## src/rtl/alu_serial.sv

```systemverilog
// Byte-serial ALU: executes one ALUControl op on two WIDTH-bit operands, CHUNK bits per
// cycle LSB first, with valid/ready handshakes on both the request and the result side.
module alu_serial #(
  parameter int unsigned WIDTH = 32,
  parameter int unsigned CHUNK = 8
) (
  input  logic             clk,
  input  logic             reset,
  input  logic             in_valid,
  output logic             in_ready,
  input  logic [WIDTH-1:0] a,
  input  logic [WIDTH-1:0] b,
  input  logic [2:0]       ALUControl,
  output logic             out_valid,
  input  logic             out_ready,
  output logic [WIDTH-1:0] result,
  output logic             zero
);

  localparam int unsigned NChunk = WIDTH / CHUNK;
  localparam int unsigned CntW   = (NChunk > 1) ? $clog2(NChunk) : 1;
  localparam logic [CntW-1:0] LastCnt = CntW'(NChunk - 1);

  localparam logic [2:0] OpAdd = 3'b000;
  localparam logic [2:0] OpSub = 3'b001;
  localparam logic [2:0] OpAnd = 3'b010;
  localparam logic [2:0] OpOr  = 3'b011;
  localparam logic [2:0] OpXor = 3'b100;
  localparam logic [2:0] OpSlt = 3'b101;

  typedef enum logic [1:0] {StIdle, StRun, StDone} state_e;

  state_e state_q, state_d;

  logic [WIDTH-1:0] a_q, a_d;
  logic [WIDTH-1:0] b_q, b_d;
  logic [2:0]       op_q, op_d;
  logic [CntW-1:0]  cnt_q, cnt_d;
  logic             carry_q, carry_d;
  logic [WIDTH-1:0] acc_q, acc_d;
  logic [WIDTH-1:0] result_q, result_d;
  logic             zero_q, zero_d;

  logic             accept;
  logic             last_chunk;
  logic             is_arith;
  logic [CHUNK-1:0] a_chunk;
  logic [CHUNK-1:0] b_chunk;
  logic [CHUNK-1:0] b_eff;
  logic [CHUNK:0]   sum;
  logic [CHUNK-1:0] chunk_res;
  logic             overflow;
  logic             less;
  logic [WIDTH-1:0] final_res;

  // State register
  always_ff @(posedge clk or negedge reset) begin
    if (!reset) begin
      state_q <= StIdle;
    end else begin
      state_q <= state_d;
    end
  end

  // Next-state logic
  always_comb begin
    state_d = state_q;
    case (state_q)
      StIdle: if (in_valid) state_d = StRun;
      StRun:  if (cnt_q == LastCnt) state_d = StDone;
      StDone: if (out_ready) state_d = StIdle;
      default: state_d = StIdle;
    endcase
  end

  // Outputs
  always_comb begin
    in_ready  = (state_q == StIdle);
    out_valid = (state_q == StDone);
    result    = result_q;
    zero      = zero_q;
  end

  assign accept     = (state_q == StIdle) && in_valid;
  assign last_chunk = (state_q == StRun) && (cnt_q == LastCnt);
  assign is_arith   = (op_q == OpAdd) || (op_q == OpSub) || (op_q == OpSlt);

  // One chunk of the datapath; sub/slt add the inverted operand with carry-in seeded to 1.
  always_comb begin
    a_chunk = a_q[cnt_q*CHUNK +: CHUNK];
    b_chunk = b_q[cnt_q*CHUNK +: CHUNK];
    b_eff   = (op_q == OpAdd) ? b_chunk : ~b_chunk;
    sum     = {1'b0, a_chunk} + {1'b0, b_eff} + {{CHUNK{1'b0}}, carry_q};
    case (op_q)
      OpAdd, OpSub, OpSlt: chunk_res = sum[CHUNK-1:0];
      OpAnd:               chunk_res = a_chunk & b_chunk;
      OpOr:                chunk_res = a_chunk | b_chunk;
      OpXor:               chunk_res = a_chunk ^ b_chunk;
      default:             chunk_res = '0;
    endcase
  end

  // Datapath next-state
  always_comb begin
    a_d      = a_q;
    b_d      = b_q;
    op_d     = op_q;
    cnt_d    = cnt_q;
    carry_d  = carry_q;
    acc_d    = acc_q;
    result_d = result_q;
    zero_d   = zero_q;

    if (accept) begin
      a_d     = a;
      b_d     = b;
      op_d    = ALUControl;
      cnt_d   = '0;
      carry_d = (ALUControl == OpSub) || (ALUControl == OpSlt);
      acc_d   = '0;
    end else if (state_q == StRun) begin
      acc_d[cnt_q*CHUNK +: CHUNK] = chunk_res;
      carry_d = is_arith ? sum[CHUNK] : carry_q;
      cnt_d   = cnt_q + CntW'(1);
    end

    // acc_d holds the complete difference on the last chunk, so its MSB is diff[MSB].
    overflow = (a_q[WIDTH-1] != b_q[WIDTH-1]) && (acc_d[WIDTH-1] != a_q[WIDTH-1]);
    less     = acc_d[WIDTH-1] ^ overflow;
    case (op_q)
      OpAdd, OpSub, OpAnd, OpOr, OpXor: final_res = acc_d;
      OpSlt:                            final_res = {{(WIDTH-1){1'b0}}, less};
      default:                          final_res = '0;
    endcase

    if (last_chunk) begin
      result_d = final_res;
      zero_d   = (final_res == '0);
    end
  end

  // Datapath registers
  always_ff @(posedge clk or negedge reset) begin
    if (!reset) begin
      a_q      <= '0;
      b_q      <= '0;
      op_q     <= '0;
      cnt_q    <= '0;
      carry_q  <= 1'b0;
      acc_q    <= '0;
      result_q <= '0;
      zero_q   <= 1'b0;
    end else begin
      a_q      <= a_d;
      b_q      <= b_d;
      op_q     <= op_d;
      cnt_q    <= cnt_d;
      carry_q  <= carry_d;
      acc_q    <= acc_d;
      result_q <= result_d;
      zero_q   <= zero_d;
    end
  end

endmodule

```

## config.mk

```make
export PLATFORM = sky130hd
export DESIGN_NAME = alu_serial
export DESIGN_NICKNAME = d
export VERILOG_FILES = /design/src/rtl/alu_serial.sv
export SDC_FILE = /design/constraint.sdc
export NUM_CORES = 1
export LEC_CHECK = 0
export BUFFER_PORTS_ARGS = -buffer_cell sky130_fd_sc_hd__buf_2
export CAP_MARGIN = 20
export CORE_UTILIZATION = 52
export DETAILED_ROUTE_END_ITERATION = 12
export GPL_ROUTABILITY_DRIVEN = 1
export HOLD_SLACK_MARGIN = 0.06
export PLACE_DENSITY_LB_ADDON = 0.2
export SETUP_SLACK_MARGIN = 0.05
export SLEW_MARGIN = 15
export SYNTH_ARGS = -nofsm -noshare
export SYNTH_HDL_FRONTEND = slang
export SYNTH_SLANG_ARGS = --single-unit
```

## constraint.sdc

```tcl
create_clock -name clk -period 3.96 [get_ports clk]
set_clock_uncertainty 0.05 [all_clocks]
set_input_delay 0.792 -clock clk [delete_from_list [all_inputs] [get_ports clk]]
set_output_delay 0.792 -clock clk [all_outputs]
set_load 0.02 [all_outputs]
```

==> impl_results.md <==
* Ys async rst share at 100.0%
* Remaining antenna violation count at 0
* Status: finished clean
* Cell area after synthesis at 0.006963 mm2
* Rows at a little over 40
* Fmax at 265.7 MHz
* Die ar. at between 0.01 and 0.015 mm2
* Port bufs at 105
* CTS clk-pin slew, worst paths at ~0.06 ns
* Max-Cap Viols at 0
* DR vias at between 5000 and 6000
* Final Hold Fails at 0
* Total gr overflow at 0
* DRC viols at 0
* Clock latency on the worst-skew pair at roughly 0.42 ns
* FF-to-FF path depth at 12
* Crit path required time at ~4.2 ns
* Crit path kind: reg2reg
* Most used DFF post-synth: dfrtp_1
* Critical path startpoint category: register
* Die X at approximately 120 um
* CTS Buf Count at 17
* Die Y at around 120 um
* First-pass GRT wire length at around 30 mm
* Max-slew headroom at between 40% and 50%
* Syn Area/Cell at ~9.7 um2
* Post-synth EDFFs at 0
* Via/cell ratio at about 5.7
* Final period util at between 90% and 100%
* Crit end category: register
* Dpl hpwl at ~13 mm
* Routed WL per cell at 18.18 um
* Fin. max-slew vios at 0
* Setup tns final at 0 ns
* Final Instance Area at approximately 0.0083 mm2
* Post-synthesis cell type count at 63
* Commonest non-fill, non-tap cell in the layout: nand2_1
* H-tree depth at 4
* RSZ-0062 raised after global routing: no
* Area Growth Syn to Fin at 19.23%
* Final worst slack at between 0.15 and 0.2 ns
* Layout cells sized above 1 at between 20% and 30%
* #FFs+latches synth at 137
* Syn Nets at 820
* Diode count at 0
* Cells after synthesis at 717
* CP Depth at 12
* Final nets at 920
* Vias in the first global route at about 5800
* # IOs at ~110
* CP top delay family: compound AO/OA/AOI/OAI gates
* Total global-route track usage at approximately 28%
* CTS tree: done
* Drt total wl at between 15 and 20 mm
* Area contributors post-synth: dfrtp_1, nand2_1, ha_1
* Crit path time final at 3.763 ns
* Endpoints failing setup at 0
* Largest net degree at the start of global routing at just over 80
* Crit-path slowest cell: mux4_2
* CP bufs+invs at 0
* CP max FO at 5
* Worst path cell trace: mux4_2, xnor2_1, fa_1, fa_1, xnor2_2, o32a_1, o21ai_4, a2111oi_4, o2111a_1, a31o_2, a21oi_2, a211oi_2
* Crit path DAT at approximately 4 ns
* Total core area at around 0.013 mm2
* TritonRoute pass-1 iters at 5
* Starting Density at roughly 54%
* Top cell by count, worst path: fa_1
* Hold buffer count at cts at 0
* DRT iter0 DRCs at 510
* Initial antenna violation count at 0
* Area after DPL at 0.007645 mm2
* HP Class: in2async
* Clk buf depth at 2
* Sequential share of the synthesized area at between 40 and 50%
* Area leader, netlist: dfrtp_1
* Yosys warns at 0
* Worst slack, placed at 0.06501 ns
* Commonest non-fill, non-tap cells in the layout: nand2_1, dfrtp_1, buf_2, nor2_1, a22oi_1
* CTS sink cnt at approximately 140
* Top cell type's share of synthesized area at approximately half
* Critical Path Max Stage Delay at 0.57 ns
* CTS root buffer: clkbuf_16
* Placer Congestion at roughly 0.88
* FF-to-FF setup slack at about 0.2 ns
* Slew @ Worst Pin at roughly 0.77 ns
-- cell families after synthesis --
family	synth area share [%]
AND/OR/NAND/NOR	19.03
AO/OA/AOI/OAI	14.68
flip-flops	49.24
buffers and inverters	4.259
adder cells (fa/ha/maj)	5.966
multiplexers	5.319
XOR/XNOR	1.509
-- cell type report --
cell class | count | area [um2]
Clock buffer | 19 | 432.9
Fill cell | 1091 | 4523
Timing Repair Buffer | 121 | 660.6
Inverter | 27 | 101.3
Multi-Input combinational cell | 513 | 3294
Sequential cell | 137 | 3430
Tap cell | 172 | 215.2
Clock inverter | 13 | 167.7
-- through the flow --
step	utilization (%)	cells	hold slack (ns)
floorplan	-	717	0.3903
detailed placement	59.61	969	0.4126
CTS	64.32	1001	0.3962
global route	64.73	1002	0.4202
finish	64.73	1002	0.3706
global placement	59.61	969	0.4047
-- registers in the layout (all words and copies together) (netlist names) --
register	flops
b_q	32
state_q	2
carry_q	1
cnt_q	2
op_q	3
zero	1
a_q	32
acc_q	32
result	32
-- synthesized netlist by cell type (10+ instances only) --
library cell and n:
dfrtp_1 137, nor2_1 39, mux4_2 16, a21oi_1 10, o21ai_0 28, a22o_1 21, nand2_1 217, nand3_1 10
ha_1 30, xnor2_1 11, a22oi_1 36, inv_1 27, clkbuf_1 29
-- metal layers --
layer,wire [um],track usage (%)
met3,1261,7.267
met5,0,0
met1,8218,38.61
met2,8513,43.09
met4,219,8.814
-- path summary, 6_finish.rpt --
| kind | end | start |
|---|---|---|
| worst max-delay path | zero | cnt_q[0] |
| worst min-delay path | a_q[2] | reset |
| worst max register to register | zero | cnt_q[0] |
| worst min register to register | a_q[11] | a_q[11] |
| max in group asynchronous | cnt_q[0] | reset |
| min in group clk | a_q[11] | a_q[11] |
-- repair_timing --
action,4_1_cts,5_1_grt
gates resized for setup,1,7
buffers inserted,0,1
setup endpoints to repair,1,3
pin swaps,0,2
Power is not shown: default switching activity piles up to over one toggle a cycle in this logic, so the estimate is an artifact.
